--- config.mk ---
export PLATFORM = sky130hd
export DESIGN_NAME = gb_result_unloader
export DESIGN_NICKNAME = d
export VERILOG_FILES = /design/src/rtl/gb_result_unloader.sv
export SDC_FILE = /design/constraint.sdc
export NUM_CORES = 1
export LEC_CHECK = 0
export ABC_AREA = 1
export CAP_MARGIN = 30
export CORE_MARGIN = 2
export CORE_UTILIZATION = 55
export DETAILED_ROUTE_END_ITERATION = 16
export HOLD_SLACK_MARGIN = 0.02
export PLACE_DENSITY = 0.84
export RECOVER_POWER = 100
export SETUP_SLACK_MARGIN = 0.15
export SLEW_MARGIN = 20
export SYNTH_ARGS = -nofsm -noshare
export SYNTH_HDL_FRONTEND = slang
export SYNTH_SLANG_ARGS = --single-unit
export TNS_END_PERCENT = 20
--- constraint.sdc ---
create_clock -name clk -period 9.7 [get_ports clk]
set_input_delay 1.94 -clock clk [delete_from_list [all_inputs] [get_ports clk]]
set_output_delay 1.94 -clock clk [all_outputs]
set_load 0.03 [all_outputs]
--- src/rtl/gb_result_unloader.sv ---
// Streams the accelerator's output region out of the global buffer, one line per read.
// A 2-entry FIFO with read credits absorbs sink back-pressure so no read data is lost.
module gb_result_unloader #(
  parameter int DATA_WIDTH            = 8,
  parameter int length                = 16,
  parameter int global_buf_addr_width = 17
) (
  input  logic                                 clk,
  input  logic                                 rst,
  input  logic                                 start,
  input  logic [12:0]                          N_SAMPLE,
  input  logic [12:0]                          OUTPUT_FEATURE_LENGTH,
  input  logic [global_buf_addr_width-1:0]     INIT_OUTPUT_ADDR,
  output logic                                 global_buf_read_external,
  output logic [global_buf_addr_width-1:0]     raddr_external,
  input  logic [DATA_WIDTH*length-1:0]         GB_rdata,
  output logic [DATA_WIDTH*length-1:0]         out_data,
  output logic                                 out_valid,
  input  logic                                 out_ready,
  output logic                                 out_last,
  output logic                                 busy,
  output logic                                 done,
  output logic                                 err
);
  localparam int LW = DATA_WIDTH * length;
  localparam int AW = global_buf_addr_width;

  typedef enum logic [1:0] {IDLE, RUN, DRAIN, FIN} state_t;

  state_t          state, state_n;
  logic [21:0]     total, issued, accepted, prod;
  logic [AW-1:0]   base;
  logic            inflight;
  logic [LW-1:0]   mem [2];
  logic            wr_ptr, rd_ptr;
  logic [1:0]      count;
  logic            params_ok, start_ok, pop, push, issue;
  logic [2:0]      occ;

  assign prod      = 22'(N_SAMPLE) * 22'(OUTPUT_FEATURE_LENGTH[12:4]);
  assign params_ok = (OUTPUT_FEATURE_LENGTH[3:0] == 4'd0) && (prod != 22'd0);
  assign start_ok  = start && (state == IDLE);

  assign out_valid = (count != 2'd0);
  assign pop       = out_valid & out_ready;
  assign push      = inflight;

  // Credit: lines buffered plus the read in flight, net of this cycle's pop, stay below 2.
  assign occ   = {1'b0, count} + {2'b0, inflight};
  assign issue = (state == RUN) && (issued != total) && (occ < ({2'b0, pop} + 3'd2));

  assign global_buf_read_external = issue;
  assign raddr_external = issue ? (base + issued[AW-1:0]) : '0;

  assign out_data = out_valid ? mem[rd_ptr] : '0;
  // FIFO is strictly in order, so the head line index is simply the accepted count.
  assign out_last = out_valid && (accepted == total - 22'd1);
  assign busy     = (state != IDLE);

  always_comb begin
    state_n = state;
    done    = 1'b0;
    case (state)
      IDLE:  if (start_ok && params_ok) state_n = RUN;
      RUN:   if (issued == total) state_n = DRAIN;
      DRAIN: if ((accepted + {21'b0, pop}) == total) state_n = FIN;
      FIN: begin
        done    = 1'b1;
        state_n = IDLE;
      end
      default: state_n = IDLE;
    endcase
  end

  always_ff @(posedge clk) begin
    if (rst) begin
      state    <= IDLE;
      total    <= '0;
      base     <= '0;
      issued   <= '0;
      accepted <= '0;
      err      <= 1'b0;
      inflight <= 1'b0;
      count    <= '0;
      wr_ptr   <= 1'b0;
      rd_ptr   <= 1'b0;
    end else begin
      state    <= state_n;
      inflight <= issue;
      if (start_ok) begin
        err <= !params_ok;
        if (params_ok) begin
          total    <= prod;
          base     <= INIT_OUTPUT_ADDR;
          issued   <= '0;
          accepted <= '0;
        end
      end else begin
        if (issue) issued <= issued + 22'd1;
        if (pop)   accepted <= accepted + 22'd1;
      end
      if (push) wr_ptr <= ~wr_ptr;
      if (pop)  rd_ptr <= ~rd_ptr;
      case ({push, pop})
        2'b10:   count <= count + 2'd1;
        2'b01:   count <= count - 2'd1;
        default: count <= count;
      endcase
    end
  end

  // Storage needs no reset: the head is masked whenever the FIFO is empty.
  always_ff @(posedge clk) begin
    if (push) mem[wr_ptr] <= GB_rdata;
  end
endmodule

# Word-level counts from Yosys, hierarchy flattened
# Memory sizes are Yosys's and may differ from the RTL's. A register that Yosys moved wholly into a read port is not among the register bits.
# Cells that the tools add are included.
# W data, S select, Z words.
# op_classes
n_mul	1
addsub	9
n_mux	17
order_cmp	1
bitwise_logic	3
reduce_logical	19
eq_ne	13
# op_table
cell	n
$mux W128	1
$mux W22	5
$eq A22 B22 Y1	3
$add A22 B1 Y22 const B	2
$add A22 B1 Y22	1
$mul A13 B9 Y22	1
$ne A22 B22 Y1	1
$reduce_bool A22 Y1	1
$sub A22 B1 Y22 const B	1
$add A17 B17 Y17	1
$mux W17	1
$reduce_bool A2 Y1	5
$pmux W2 S4	1
$eq A2 B2 Y1 const B	3
$logic_and A1 B1 Y1	6
$mux W2	3
$reduce_and A2 Y1	3
$mux W1	5
$eq A2 B1 Y1 const B	2
$logic_not A4 Y1	1
$ne A2 B1 Y1 const B	2
$ne A2 B2 Y1 const B	2
$pmux W2 S2	1
$add A1 B2 Y3 const B	1
9 further kinds	10
# totals
out_inout_bits	151
mem_count	1
register_bits	91
elab_cells	74
ramBits	256
inputBits	175
# mem_list
memory	words	word_bits	rd	rd_clocked_by_memory_dff	wr	line_no	source
mem	2	128	1	1	1	34	logic [LW-1:0] mem [2];

# Depth between registers and ports, before layout
# Gate-level depths: netlist of run 1.
# depth
ltp_word	7
ltp_mapped	30
depth_no_buf	28

# Worst setup path before layout of run 1
# OpenSTA, ideal clock, no wires.
# synth_timing
path_type	register to register
startpoint	register inflight
endpoint	memory mem[0][0] in the netlist's numbering, enable pin
setup_ns	0.618
setup_slack_ns	3.325
required_time_ns	9.082
synth_period_minus_slack_ns	6.375
t_arrival_ns	5.757
stages_incl_launch_ff	3
n_path_buf	0
cell_sequence	dfxtp_1 -> inv_1 -> nor2_1
# synth_via
elab_chain_len	2
# synth_lines
element	line_no	source
from (decl)	33	logic inflight;
from (signal assigned)	89	inflight <= issue;
$mux W1	114	if (push) mem[wr_ptr] <= GB_rdata;
$mux W1 (implied by the code)	114	
to (decl)	34	
# No other way between the ends.

# Final worst setup path of run 1
# layout_timing
startpoint	register count[0]
endpoint	output port out_data[19]
# layout_via
elab_chain_len	2
# layout_lines
element	line_no	source
from (decl)	36	logic [1:0] count;
from (signal assigned)	105	2'b10: count <= count + 2'd1;
from (signal assigned)	106	2'b01: count <= count - 2'd1;
from (signal assigned)	107	default: count <= count;
$reduce_bool A2 Y1	44	assign out_valid = (count != 2'd0);
$mux W128	55	assign out_data = out_valid ? mem[rd_ptr] : '0;
to (decl)	17	output logic [DATA_WIDTH*length-1:0] out_data,
# No other way between the ends.

==> reports/results.md, run 1 <==
| Metric | Reported |
|---|---|
| Detail Placement HPWL | 42700 microns |
| VDD IR max | 0.188 mV |
| Detailed Routing Iterations Pass 1 | 6 |
| Count of endpoints failing setup in the final report | 0 |
| RSZ-0062 raised after global routing | false |
| Count of warnings emitted by yosys | 0 |
| Count of distinct cell types in the synthesized netlist | 47 |
| Multiplexer share of the synthesized area | 0% |
| Min-delay worst type | flop to flop |
| Clock Skew | 0.0226 ns |
| Max stage delay on crit path | 1.78 ns |
| Violations in the final reports | max-capacitance violations, max-slew violations |
| Ordered cell list for the critical path | inv_1, nand2_1, clkinvlp_2, clkbuf_2, a21oi_1, dlygate4sd3_1 |
| Pin count of the biggest net entering global routing | 75 |
| Period utilization | 81.4% |
| First DRT Iteration DRCs | 1437 |
| Synthesized Nets | 2685 |
| Count of nets after finishing | 2961 |
| PnR Total Power | 0.00508 W |
| Routed Antenna Nets | 0 |
| Max-capacitance violation count | 8 |
| Effective utilization at floorplan | 55.9% |
| Global-route congestion overflow total | 0 |
| Buffers from clock root to sink, at most | 3 |
| Number of global-route vias before repair | 17700 |
| Hold-fix buffers, CTS | 0 |
| Antenna violations before repair | 17 |
| Mean post-synth cell area | 8.68 sq um |
| Maximum fanout count along the critical path | 73 |
| Cell chosen for the clock root | clkbuf_16 |
| Highest Clock Rate | 127 MHz |
| Post-synth EDFFs | 256 |
| Worst-Skew Late Latency | 0.56 ns |
| Critical Path RT | 7.76 ns |
| Total number of clock tree sinks | 348 |
| Floorplan die area | 0.0388 sq mm |
| Leakage | 11.0 nW |
| Leading cell type in the layout, fill and taps excluded | nand2_1 |
| TNS Setup | 0 ns |
| Type of destination of the critical path | output port |
| Final Max Tran Viols | 424 |
| Adder-Cell Fraction of Synth Area | 12.1% |
| Final Wtd Congestion | 0.910 |
| DRC violations left | 0 |
| IO buf count | 325 |
| Slew at the pin closest to its max-slew limit | 3.52 ns |
| Slowest library cell on the worst path | clkinvlp_2 |
| Total power per unit cell area | 202 mW/mm^2 |
| Post-synthesis instance total | 2360 |
| Run status | finished with violations |
| Compound-cell area share of the yosys netlist | 8.57% |
| Core Rows | 70 |
| Clock buffers created by TritonCTS | 38 |
| Proportion of synthesized chip area in sequential cells | 46.5% |
| Area delta synth->final | 22.5% |
| Top delay family on crit path | buffers and inverters |
| Overall die height | 197 microns |
| WL/cell | 19.0 microns |
| Async set-reset flop share out of synthesis | 0% |
| Most frequent cells in the layout | 679 x nand2_1, 310 x inv_1, 278 x dlygate4sd3_1, 256 x edfxtp_1, 217 x a21oi_1 |
| Synth area leader | edfxtp_1 |
| H-tree levels | 2 |
| Clk slew on worst S/H paths | 0.06 ns |
| Flip-flop cell with the highest count after synthesis | edfxtp_1 |
| First-pass GRT wire length | 92800 microns |
| Dominant combinational cell family by area after synthesis | simple AND/OR/NAND/NOR gates |
| Shortest clock period the worst path allows after layout | 7.90 ns |
| Clock tree from TritonCTS | done |
| Final Hold Fails | 0 |
| Arrival time of data at the critical path endpoint | 5.96 ns |
| Total core area | 0.0366 sq mm |
| Synth Cell Area | 0.0205 sq mm |
| Top cell type's share of synthesized area | 37.5% |
| All-Layer GR Usage | 30.5% |
| Buffers and inverters on the worst path | 4 |
| Critical path startpoint category | flop |
| Setup bufs post-CTS | 0 |
| XOR/XNOR share of the synthesized area | 3.21% |
| FF+latch count, synth | 348 |
| Worst relative slew slack | -135% |
| Top cells by area, synth | edfxtp_1 38%, nand2_1 12%, dfxtp_1 9.0% |
| Count of pins on the block boundary | 326 |
| Via/cell ratio | 5.52 |
| Horizontal die dimension | 197 microns |
| Category of the critical setup timing path | flop to output port |
| Count of cells resized by post-cts repair | 0 |
| Simple-gate share of the synthesized area | 21.5% |
| Via Count | 17400 |
| Share of final-layout standard cells stronger than drive strength 1 | 4.50% |
| Final wirelength | 59900 microns |
-- routing by layer --
metal  up-vias  GRT usage, %  share of wire [%]
met5         -             0               0.10
met4        10          13.8                5.0
met2       817          53.3                 50
met1      8181          36.1                 36
li1       8166             -                  -
met3       194          6.78                8.5
-- flip-flops by register name (all words and copies together), names as in the netlist, named ones only --
register / cells
err: 1
accepted: 22
mem: 256
count: 2
rd_ptr: 1
base: 17
total: 22
issued: 22
state: 2
wr_ptr: 1
inflight: 1
-- kinds of logic after synthesis --
kind of cell,after synthesis
adder cells (fa/ha/maj),150
AND/OR/NAND/NOR,1035
buffers and inverters,420
XOR/XNOR,75
flip-flops,348
AO/OA/AOI/OAI,332
-- final cells by class --
type | instances | area [sq um]
diodes | 13 | 32.5
clock buffers | 55 | 1110
clock inverters | 13 | 98.8
fillers | 2773 | 11500
inverters | 316 | 1190
multi-input cells | 1592 | 9180
flip-flops and latches | 348 | 9530
well taps | 468 | 586
repair buffers | 340 | 3350
-- stage by stage --
step	utilization (%)	instance area, sq um	hold WS (ns)	std cells	setup slack, ns
floorplan	-	20500	0.426	2360	3.33
global placement	65.4	23900	0.429	3061	1.84
detailed placement	65.5	24000	0.465	3062	1.72
CTS	68.8	25200	0.476	3130	2.31
global route	68.5	25100	0.515	3144	1.42
finish	68.5	25100	0.486	3145	1.80
-- power by group --
group          leakage (nW)  switching (W)  internal [W]
registers              3.05      0.0000451       0.00167
logic                  7.35        0.00129      0.000653
clock network         0.587       0.000615      0.000800
total                  11.0        0.00195       0.00312
-- Yosys cell counts, types with 2 or more instances --
master,number
dfxtp_1,92
nand2_2,6
o21ai_0,83
a21oi_1,217
inv_2,4
xor2_1,48
or2_2,8
o21bai_1,2
buf_8,2
buf_4,2
nor3_2,6
inv_1,311
clkbuf_2,4
nor4_1,4
edfxtp_1,256
nor3_1,16
nand2_4,2
clkbuf_1,66
nand4_1,23
nand3_1,80
fa_1,79
nand3_2,28
buf_1,9
xnor2_1,27
nor2_4,2
a21oi_2,17
a211oi_1,2
o21ai_1,2
a31oi_1,4
nor2_2,7
nor2_1,164
nand3b_1,7
nand2_1,678
ha_1,71
buf_2,19
-- worst paths after layout --
| path | startpoint | end | slack [ns] | cells after the start |
|---|---|---|---|---|
| min | rd_ptr | flop | 0.49 | 1 |
| max reg2reg | inflight | mem[0][19] | 2.91 | 5 |
| min reg2reg | rd_ptr | flop | 0.49 | 1 |
| max | count[0] | out_data[19] | 1.80 | 6 |
Power figures use the tool's default switching activity.
==> run 2: changes to the inputs <==
--- a/config.mk
+++ b/config.mk
@@ -8,10 +8,10 @@
 export ABC_AREA = 1
 export CAP_MARGIN = 30
 export CORE_MARGIN = 2
-export CORE_UTILIZATION = 55
+export CORE_UTILIZATION = 50
 export DETAILED_ROUTE_END_ITERATION = 16
 export HOLD_SLACK_MARGIN = 0.02
-export PLACE_DENSITY = 0.84
+export PLACE_DENSITY = 0.8
 export RECOVER_POWER = 100
 export SETUP_SLACK_MARGIN = 0.15
 export SLEW_MARGIN = 20
==> constraint.sdc (replaced) <==
create_clock -name clk -period 7.2 [get_ports clk]
set_input_delay 1.44 -clock clk [delete_from_list [all_inputs] [get_ports clk]]
set_output_delay 1.44 -clock clk [all_outputs]
set_load 0.03 [all_outputs]
==> run 2 against run 1 <==
- the run still ends with max-capacitance violations, max-slew violations left
- sequential cell count is the same
- clock-buffer cell count shrank 5
- die area grew 9.8%
- global-route usage shrank 3.1 points
- routed wire length shrank 1.2%
- clock power grew 39%
- cell area grew 0.83%
- sequential power grew 34%
- setup slack lost 1.2 ns
- final cell count grew 2.4%
- largest power group unchanged
- critical endpoint is now out_data[78]
==> reports/results.md, run 2 (same netlist as run 1, synthesis figures left out) <==
| Metric | Reported | Change |
|---|---|---|
| Count of endpoints failing setup in the final report | 0 | unchanged |
| Critical path startpoint category | flop | unchanged |
| Origin of the critical flop-to-flop path | inflight | unchanged |
| Via/cell ratio | 5.36 | was 5.52 |
| Finished Core Util | 62.2% | was 68.5% |
| Floorplan die area | 0.0426 sq mm | was 0.0388 sq mm |
| GR peak layer | met2 | unchanged |
| Count of nets after finishing | 2971 | was 2961 |
| Final Max Tran Viols | 317 | was 424 |
| Max stage delay on crit path | 1.57 ns | was 1.78 ns |
| Detailed Routing Iterations Pass 1 | 6 | unchanged |
| First-pass GRT wire length | 90900 microns | was 92800 microns |
| Via Count | 17300 | was 17400 |
| WL/cell | 18.4 microns | was 19.0 microns |
| VDD IR max | 0.251 mV | was 0.188 mV |
| Met2 Resource Use GR | 48.0% | was 53.3% |
| Depth of the worst register-to-register path | 5 | unchanged |
| Worst relative slew slack | -119% | was -135% |
| Antenna violations before repair | 11 | was 17 |
| RSZ-0062 raised after global routing | false | unchanged |
| Buffers and inverters on the worst path | 3 | was 4 |
| Instance area after placement | 0.0242 sq mm | was 0.0240 sq mm |
| Critical Path RT | 5.76 ns | was 7.76 ns |
| Most frequent cells in the layout | 679 x nand2_1, 309 x inv_1, 270 x dlygate4sd3_1, 256 x edfxtp_1, 220 x a21oi_1 | was 679 x nand2_1, 310 x inv_1, 278 x dlygate4sd3_1, 256 x edfxtp_1, 217 x a21oi_1 |
| Buffers from clock root to sink, at most | 3 | unchanged |
| Arrival time of data at the critical path endpoint | 5.18 ns | was 5.96 ns |
| Detail Placement HPWL | 42800 microns | was 42700 microns |
| Category of the critical setup timing path | flop to output port | unchanged |
| Leakage | 11.0 nW | about the same |
| Count of pins on the block boundary | 326 | unchanged |
| Pin count of the biggest net entering global routing | 73 | was 75 |
| Maximum fanout count along the critical path | 58 | was 73 |
| Area delta synth->final | 23.5% | was 22.5% |
| Layout Cell Area excl Fill | 0.0253 sq mm | was 0.0251 sq mm |
| Setup bufs post-CTS | 0 | unchanged |
| TNS Setup | 0 ns | unchanged |
| Worst hold path startpoint | rd_ptr | unchanged |
| Count of cells resized by post-cts repair | 0 | unchanged |
| Clk pwr share | 28.7% | was 27.9% |
| Final Hold Fails | 0 | unchanged |
| Final wirelength | 59100 microns | was 59900 microns |
| Horizontal die dimension | 206 microns | was 197 microns |
| Worst min-delay path endpoint | rd_ptr |  |
| Clk slew on worst S/H paths | 0.06 ns | about the same |
| Hold-fix buffers, CTS | 0 | unchanged |
| Total core area | 0.0406 sq mm | was 0.0366 sq mm |
| DRC violations left | 0 | unchanged |
| Slowest library cell on the worst path | clkinvlp_2 | unchanged |
| Overall die height | 206 microns | was 197 microns |
| Global-route congestion overflow total | 0 | unchanged |
| Share of final-layout standard cells stronger than drive strength 1 | 5.16% | was 4.50% |
| Effective utilization at floorplan | 50.4% | was 55.9% |
| Int Pwr | 0.00427 W | was 0.00312 W |
| Net Sw Frac | 37.7% | was 38.5% |
| All-Layer GR Usage | 27.4% | was 30.5% |
| Number of cells on the worst hold path | 1 | unchanged |
| Routing usage on met1 | 32.7% | was 36.1% |
| Slew at the pin closest to its max-slew limit | 3.28 ns | was 3.52 ns |
| Met3 track demand over resource | 6.97% | was 6.78% |
| Max-capacitance violation count | 7 | was 8 |
| Min-delay worst type | flop to flop | unchanged |
| Top delay family on crit path | buffers and inverters | unchanged |
| Final Wtd Congestion | 0.966 | was 0.910 |
| First DRT Iteration DRCs | 1300 | was 1437 |
| Ordered cell list for the critical path | clkinvlp_2, clkbuf_2, nand2_1, a21oi_1, dlygate4sd3_1 | was inv_1, nand2_1, clkinvlp_2, clkbuf_2, a21oi_1, dlygate4sd3_1 |
| Routed Antenna Nets | 0 | unchanged |
| Period utilization | 92.0% |  |
| Run status | finished with violations | unchanged |
| Clock buffers created by TritonCTS | 38 | unchanged |
| Worst R2R Setup Slack | 0.99 ns | was 2.91 ns |
| Clock Skew | 0.0196 ns | was 0.0226 ns |
| Violations in the final reports | max-capacitance violations, max-slew violations | unchanged |
| Total power per unit cell area | 271 mW/mm^2 | was 202 mW/mm^2 |
| Highest Clock Rate | 151 MHz |  |
| Type of destination of the critical path | output port | unchanged |
| Clock tree from TritonCTS | done | unchanged |
| Combinational Power Share | 37.7% | was 38.3% |
| Cell chosen for the clock root | clkbuf_16 | unchanged |
| Worst slack, placed | 0.348 ns | was 1.72 ns |
| Total number of clock tree sinks | 348 | unchanged |
| Shortest clock period the worst path allows after layout | 6.62 ns |  |
| Number of global-route vias before repair | 17300 | was 17700 |
| Worst-Skew Late Latency | 0.57 ns | was 0.56 ns |
| Switching power summed over all nets | 0.00259 W | was 0.00195 W |
| Leading cell type in the layout, fill and taps excluded | nand2_1 | unchanged |
| IO buf count | 325 | unchanged |
| Worst-case setup margin in the final layout | 0.578 ns | was 1.80 ns |
| Worst flop-to-flop path endpoint | mem[0][6] | was mem[0][19] |
| H-tree levels | 2 | unchanged |
| Sequential Power Share | 33.6% | was 33.8% |
| Number of flip-flops in the largest register | 256 | unchanged |
| Core Rows | 74 | was 70 |
| Register name with the most flops | mem | unchanged |
## run 2: changes by cell type in the layout (fill, tap and decap cells not counted), moves of 3 or more
cell	change
buf_4	+9
clkdlybuf4s50_1	+8
dlygate4sd3_1	-8
clkinv_2	+5
a21oi_1	+3
a21oi_2	-3
bufinv_16	+3
clkbuf_1	-3
clkinv_8	-3
nand3_1	-3
nand3_2	+3
## run 2: cell type report
class                      count  area (sq um)
fill                        3243         15400
sequential                   348          9530
multi-input combinational   1592          9190
timing repair buffer         350          3440
inverter                     316          1190
clock buffer                  50          1050
tap                          532           666
clock inverter                20           196
antenna                       13          32.5
## run 2: how the worst max path moves through the flow
stage	to	slack, ns	cells past startpoint
2_1_floorplan	mem[0][0]	0.83	2
3_3_place_gp	total[19]	0.42	25
3_5_place_dp	total[7]	0.35	26
4_1_cts	total[7]	0.92	26
5_1_grt	out_data[20]	0.23	5
6_report	out_data[78]	0.58	5
## run 2: through the flow
step	std cells	hold WS, ns	total power, W
floorplan	2360	0.426	0.00412
global placement	3134	0.437	0.00491
detailed placement	3138	0.453	0.00497
CTS	3208	0.464	0.00694
global route	3215	0.500	0.00726
finish	3221	0.467	0.00686
## run 2: layer usage
metal	up-vias	part of all wire [%]
li1	8188	-
met1	8193	37
met5	-	0.046
met4	4	3.3
met3	137	9.0
met2	757	50
## run 2: power groups by stage
stage	registers (W)	clock network (W)	logic, W
5_1_grt	0.00231	0.00205	0.00289
2_1_floorplan	0.00233	0	0.00179
3_5_place_dp	0.00234	0	0.00263
3_3_place_gp	0.00234	0	0.00257
6_report	0.00230	0.00197	0.00259
4_1_cts	0.00230	0.00198	0.00266
